<file path="src/rtl/reg_file_2r1w_if.sv">
// ---------------------------------------------------------------------------
// reg_file_2r1w_if
//   Bus bundle between the decode/write-back logic and the 2R1W register file.
//
//   Signals:
//     rd_addr1 / rd_addr2 : read port addresses (instruction rs / rt)
//     rd_data1 / rd_data2 : read port data
//     wr_addr             : write address from the destination-register selector
//     wr_data             : write-back value
//     wr_en               : write enable (RegWrite)
//
//   Modports:
//     master : datapath side, drives addresses and write data, receives read data
//     slave  : register-file side
// ---------------------------------------------------------------------------
interface reg_file_2r1w_if #(
    parameter int DATA_W = 32,
    parameter int ADDR_W = 5
);
    logic [ADDR_W-1:0] rd_addr1;
    logic [ADDR_W-1:0] rd_addr2;
    logic [DATA_W-1:0] rd_data1;
    logic [DATA_W-1:0] rd_data2;
    logic [ADDR_W-1:0] wr_addr;
    logic [DATA_W-1:0] wr_data;
    logic              wr_en;

    modport master (
        output rd_addr1, rd_addr2, wr_addr, wr_data, wr_en,
        input  rd_data1, rd_data2
    );

    modport slave (
        input  rd_addr1, rd_addr2, wr_addr, wr_data, wr_en,
        output rd_data1, rd_data2
    );
endinterface

</file>
<file path="src/rtl/reg_file_2r1w.sv">
// ---------------------------------------------------------------------------
// reg_file_2r1w
//   Two-read, one-write general-purpose register file for the MIPS datapath.
//   Register 0 has no storage and always reads 0. Writes to address 0 are
//   dropped. With BYPASS=1 a read of the address being written in the same
//   cycle returns wr_data combinationally, so decode sees write-back data
//   without a stall.
//
//   Parameters:
//     DATA_W : register width in bits
//     ADDR_W : address width, depth = 2**ADDR_W
//     BYPASS : 1 = same-cycle write-through forwarding, 0 = stored value only
//
//   Ports:
//     clk   : rising-edge clock for all state
//     rst_n : asynchronous active-low reset, clears every register
//     bus   : reg_file_2r1w_if slave modport (read/write ports); its
//             DATA_W/ADDR_W must match this module's parameters
// ---------------------------------------------------------------------------
module reg_file_2r1w #(
    parameter int DATA_W = 32,
    parameter int ADDR_W = 5,
    parameter bit BYPASS = 1'b1
) (
    input  logic                  clk,
    input  logic                  rst_n,
    reg_file_2r1w_if.slave        bus
);
    localparam int DEPTH = 2 ** ADDR_W;

    // Entry 0 is hard-wired to zero, so storage starts at index 1.
    logic [DATA_W-1:0] mem_q [1:DEPTH-1];
    logic [DATA_W-1:0] mem_d [1:DEPTH-1];

    logic              wr_hit;
    logic [DATA_W-1:0] rd_data1;
    logic [DATA_W-1:0] rd_data2;

    // A write is only real when it targets a stored register.
    assign wr_hit = bus.wr_en && (bus.wr_addr != '0);

    // Next-state: each entry either keeps its value or takes wr_data.
    // NOTE: every output of an always_comb is given a value on every path
    // (here the hold value first), otherwise synthesis infers a latch.
    always_comb begin
        for (int i = 1; i < DEPTH; i++) begin
            mem_d[i] = mem_q[i];
            if (wr_hit && (bus.wr_addr == ADDR_W'(i))) begin
                mem_d[i] = bus.wr_data;
            end
        end
    end

    // NOTE: this array is reset on purpose -- the register file must read 0
    // from reset onwards, so it maps to flops with async clear rather than a
    // RAM macro (RAMs cannot be cleared this way).
    // NOTE: sequential state uses non-blocking assignments so every flop
    // samples its d-input from before the edge, regardless of block order.
    always_ff @(posedge clk or negedge rst_n) begin
        if (!rst_n) begin
            for (int i = 1; i < DEPTH; i++) begin
                mem_q[i] <= '0;
            end
        end else begin
            for (int i = 1; i < DEPTH; i++) begin
                mem_q[i] <= mem_d[i];
            end
        end
    end

    // Read ports. Forwarding is suppressed while reset is asserted so the
    // ports read 0 for the whole reset window, matching the cleared storage.
    always_comb begin
        rd_data1 = '0;
        if (bus.rd_addr1 != '0) begin
            if (BYPASS && rst_n && wr_hit && (bus.rd_addr1 == bus.wr_addr)) begin
                rd_data1 = bus.wr_data;
            end else begin
                rd_data1 = mem_q[bus.rd_addr1];
            end
        end
    end

    always_comb begin
        rd_data2 = '0;
        if (bus.rd_addr2 != '0) begin
            if (BYPASS && rst_n && wr_hit && (bus.rd_addr2 == bus.wr_addr)) begin
                rd_data2 = bus.wr_data;
            end else begin
                rd_data2 = mem_q[bus.rd_addr2];
            end
        end
    end

    assign bus.rd_data1 = rd_data1;
    assign bus.rd_data2 = rd_data2;

endmodule

</file>
<file path="src/flat_wrapper.sv">
// flat-port wrapper written by rule: the top's interface ports become plain ports
module reg_file_2r1w_flat 
#(
    parameter int DATA_W = 32,
    parameter int ADDR_W = 5,
    parameter bit BYPASS = 1'b1
)
  (clk, rst_n, bus_rd_addr1, bus_rd_addr2, bus_wr_addr, bus_wr_data, bus_wr_en, bus_rd_data1, bus_rd_data2);
  reg_file_2r1w_if #(.DATA_W(DATA_W), .ADDR_W(ADDR_W)) bus_i ();
  input  logic clk;
  input  logic rst_n;
  input wire logic [$bits(bus_i.rd_addr1)-1:0] bus_rd_addr1;
  input wire logic [$bits(bus_i.rd_addr2)-1:0] bus_rd_addr2;
  input wire logic [$bits(bus_i.wr_addr)-1:0] bus_wr_addr;
  input wire logic [$bits(bus_i.wr_data)-1:0] bus_wr_data;
  input wire logic [$bits(bus_i.wr_en)-1:0] bus_wr_en;
  output wire logic [$bits(bus_i.rd_data1)-1:0] bus_rd_data1;
  output wire logic [$bits(bus_i.rd_data2)-1:0] bus_rd_data2;
  assign bus_i.rd_addr1 = bus_rd_addr1;
  assign bus_i.rd_addr2 = bus_rd_addr2;
  assign bus_i.wr_addr = bus_wr_addr;
  assign bus_i.wr_data = bus_wr_data;
  assign bus_i.wr_en = bus_wr_en;
  assign bus_rd_data1 = bus_i.rd_data1;
  assign bus_rd_data2 = bus_i.rd_data2;
  reg_file_2r1w #(.DATA_W(DATA_W), .ADDR_W(ADDR_W), .BYPASS(BYPASS)) u_core (.clk(clk), .rst_n(rst_n), .bus(bus_i));
endmodule
</file>
<file path="config.mk">
export PLATFORM = sky130hd
export DESIGN_NAME = reg_file_2r1w_flat
export DESIGN_NICKNAME = d
export VERILOG_FILES = /design/src/rtl/reg_file_2r1w_if.sv /design/src/rtl/reg_file_2r1w.sv /design/src/flat_wrapper.sv
export SDC_FILE = /design/constraint.sdc
export NUM_CORES = 2
export LEC_CHECK = 0
export CORE_MARGIN = 10
export CORE_UTILIZATION = 63
export DETAILED_ROUTE_END_ITERATION = 8
export PLACE_DENSITY_LB_ADDON = 0.12
export RECOVER_POWER = 100
export SYNTH_ARGS = -nofsm -noshare
export SYNTH_HDL_FRONTEND = slang
export SYNTH_SLANG_ARGS = --single-unit
export TNS_END_PERCENT = 10
</file>
<file path="constraint.sdc">
create_clock -name clk -period 3.04 [get_ports clk]
set_input_delay 0.608 -clock clk [delete_from_list [all_inputs] [get_ports clk]]
set_output_delay 0.608 -clock clk [all_outputs]
set_load 0.02 [all_outputs]
</file>
==> summary.md <==
| Metric | Value |
|---|---|
| Post-synthesis cell type count | 51 |
| Adder-cell share of the synthesized area | 0% |
| Worst Setup Slack, final | -0.306 ns |
| Starting Density | 63.4% |
| Sw Ratio | 27.8% |
| DR iter-0 viols | 4641 |
| Leading area contributor after synthesis | dfrtp_1 |
| Xor/xnor share of the synthesized area | 0.162% |
| Row count | 107 |
| Asr flop ratio synth | 100% |
| Setup TNS Final | -9.50 ns |
| Seq/Total Area, Yosys | 46.0% |
| Fin nets | 3999 |
| Initial antenna violation count | 3 |
| Core Area | 85100 µm² |
| Fillers | 4973 |
| Post-synthesis simple-gate area fraction | 2.12% |
| TritonRoute pass-1 iters | 8 |
| H-tree lvl count | 3 |
| CP endpoint kind | output port |
| Vias | 38100 |
| Slew HR | -7.18% |
| R2R cell count | 2 |
| Status | finished with violations |
| CP required | 2.43 ns |
| YS warnings | 0 |
| Most flop-heavy register | u_core.mem_q |
| Psw | 11600 µW |
| Biggest regs | u_core.mem_q: 992 flops |
| WL/cell | 35.0 µm |
| Clock latency at the later pin of the worst-skew pair | 0.69 ns |
| Seq. cell area | 24800 µm² |
| Grt met1 use | 47.3% |
| IO Count | 114 |
| Overall routing resource usage | 36.4% |
| Global route overflow | 0 |
| Clock Power Share | 34.0% |
| Root Driver | clkbuf_16 |
| CP Class | in -> out |
| Fin crit share | 110% |
| Yosys reg bits | 992 |
| Tightest Pin Transition | 1.61 ns |
| Internal Pwr Total | 30100 µW |
| RePlAce Congestion | 0.916 |
| Cts-stage hold buffer count | 0 |
| Number of nets with antenna violations after routing | 0 |
| Largest net degree at the start of global routing | 191 |
| Multi-input logic area | 28100 µm² |
| Sequential Power Share | 42.8% |
| Skew final | 0 ns |
| Main combinational cell family by area after synthesis | multiplexers |
| Final hold viol count | 0 |
| Max Slew Vio Count | 53 |
| Largest register FFs | 992 |
| Post-synth EDFFs | 0 |
| Die Y | 313 µm |
| CTS buffer count | 107 |
| Share of layout cells above drive strength 1 | 59.8% |
| Vias/cell | 7.35 |
| Max_cap viols | 1 |
| Clock transition at path regs | 0.07 ns |
| Die area | 97800 µm² |
| First-pass GRT wire length | 266 mm |
| Hpwl dp | 113 mm |
| RSZ-0062 raised after global routing | yes |
| Drt total wl | 181 mm |
| Port bufs | 113 |
| Synth Area in Compound Gates | 4.25% |
| CP Launch Type | primary input |
| Crit path DAT | 2.74 ns |
| Synth Area per Inst | 14.9 µm² |
| CTS tree | built |
| Die width | 313 µm |
| Hold WC Path Type | in -> async |
| Sink Count | 992 |
| Synth Cell Area | 54000 µm² |
| GRT busiest layer | met2 |
| P&R area growth vs syn | 20.3% |
| Largest cells by area after synthesis | dfrtp_1 (46%), mux2_2 (22%), mux4_2 (20%), mux2i_1 (2.3%), clkbuf_1 (1.3%) |
| Max rail drop VDD | 0.000607 V |
| GR Util met3 | 9.76% |
| Crit Path Max Fanout | 13 |
| Cells after Synth | 3621 |
| Post-synthesis mux area share | 44.3% |
| Number of global-route vias before repair | 40000 |
| Fin util | 76.3% |
| Clock tree buffer depth | 3 |
| DRC viols | 0 |
| Met2 Track Usage GR | 55.8% |
| Mapped Nets | 3671 |
| Failing checks | capacitance limit, slew limit, setup timing |
| Min Clock Period, post-route | 3.35 ns |
| Logic pwr share | 23.2% |
| Final Setup Violations | 64 |
| FMAX | 299 MHz |
| Yosys top cell area share | 46.0% |
| Top FF cell, synth | dfrtp_1 |
| P per Cell Area | 642 nW/µm² |
| Leakage power | 0.0285 µW |
## layout by cell type (no fill, tap or decap), drive strengths merged, types with 4 or more instances in the layout
cell type | netlist | routed
a21oi | 25 | 25
a221oi | 5 | 5
a22o | 37 | 37
a22oi | 48 | 48
a2bb2oi | 24 | 24
buf | 211 | 562
bufinv | 0 | 16
clkbuf | 183 | 161
clkdlybuf4s50 | 0 | 32
clkinv | 0 | 28
clkinvlp | 0 | 4
dfrtp | 992 | 992
inv | 3 | 6
mux2 | 1076 | 1076
mux2i | 123 | 123
mux4 | 469 | 469
nand2 | 150 | 150
nand2b | 5 | 5
nand3 | 31 | 31
nor2 | 35 | 35
nor2b | 15 | 15
nor3 | 4 | 4
o2111a | 30 | 30
o2111ai | 25 | 25
o211ai | 4 | 4
o21a | 31 | 31
o21ai | 35 | 35
o22ai | 7 | 7
o2bb2ai | 6 | 6
o31ai | 7 | 7
xnor2 | 10 | 10
## cells in the mapped netlist, drive strengths merged (31+ instances only)
cell type  number
nand2         150
o21ai          35
o21a           31
mux4          469
clkbuf        183
nor2           35
nand3          31
mux2         1076
mux2i         123
a22oi          48
dfrtp         992
buf           211
a22o           37
## through the flow
| stage | power [µW] | hold slack (ns) | cells | setup slack [ns] | cell area (µm²) |
|---|---|---|---|---|---|
| 3_3_place_gp | 26500 | 0.485 | 4936 | -1.08 | 59900 |
| 3_5_place_dp | 27200 | 0.501 | 4936 | -1.10 | 59900 |
| 5_1_grt | 43000 | 0.518 | 5182 | -0.331 | 64900 |
| 2_1_floorplan | 23700 | 0.312 | 3621 | 0.0293 | 54000 |
| 6_report | 41700 | 0.422 | 5185 | -0.306 | 64900 |
| 4_1_cts | 41300 | 0.120 | 5148 | -0.379 | 64300 |
## routing by layer
| metal | up-vias | part of all wire [%] |
|---|---|---|
| li1 | 14700 | - |
| met1 | 20100 | 37 |
| met2 | 2686 | 46 |
| met3 | 633 | 11 |
| met4 | 4 | 6.0 |
| met5 | - | 0.012 |
## kinds of logic (layout without fill, tap and decap cells)
logic type      after synthesis  in the layout
other cells                   0              3
mux                        1668           1668
flops                       992            992
compound gates              294            294
xor+xnor                     10             10
buf+inv                     397            814
simple gates                260            260
## power groups by stage
stage | registers, µW | clock network (µW) | logic (µW)
2_1_floorplan | 17200 | 0 | 6550
5_1_grt | 18100 | 14800 | 10200
4_1_cts | 17700 | 14200 | 9430
6_report | 17800 | 14200 | 9670
3_5_place_dp | 17900 | 0 | 9250
3_3_place_gp | 17500 | 0 | 8960
## cell type report
| type | instances | area share [%] |
|---|---|---|
| Antenna cell | 3 | 0.0116 |
| Clock buffer | 147 | 4.82 |
| Clock inverter | 51 | 1.09 |
| Inverter | 3 | 0.0193 |
| Multi-Input combinational cell | 2232 | 43.2 |
| Sequential cell | 992 | 38.2 |
| Tap cell | 1144 | 2.20 |
| Timing Repair Buffer | 613 | 10.4 |
## worst max-delay path: stages
cell and delay (ns):
buf_6 0.09, or4_4 0.56, o211a_4 0.29, buf_6 0.13
a21oi_4 0.16, buf_12 0.16, buf_12 0.18, buf_4 0.14
nand2_1 0.08, o2111a_1 0.16, buf_4 0.16
## worst paths after layout
check	startpoint	endpoint	slack [ns]
min	rst_n	u_core.mem_q[119]$_DFFE_PN0P_	0.42
max reg2reg	u_core.mem_q[256]$_DFFE_PN0P_	u_core.mem_q[256]$_DFFE_PN0P_	2.12
max in group asynchronous	rst_n	u_core.mem_q[682]$_DFFE_PN0P_	0.14
min in group clk	u_core.mem_q[787]$_DFFE_PN0P_	u_core.mem_q[787]$_DFFE_PN0P_	0.51
min reg2reg	u_core.mem_q[787]$_DFFE_PN0P_	u_core.mem_q[787]$_DFFE_PN0P_	0.51
max	bus_wr_addr[2]	bus_rd_data2[24]	-0.31
## timing repair
item                       4_1_cts  5_1_grt
cloned                           4        4
pin swaps                       25       20
resized for setup              296      140
setup buffers                   10       30
setup endpoints to repair       64       64
(Power assumes the default switching activity.)
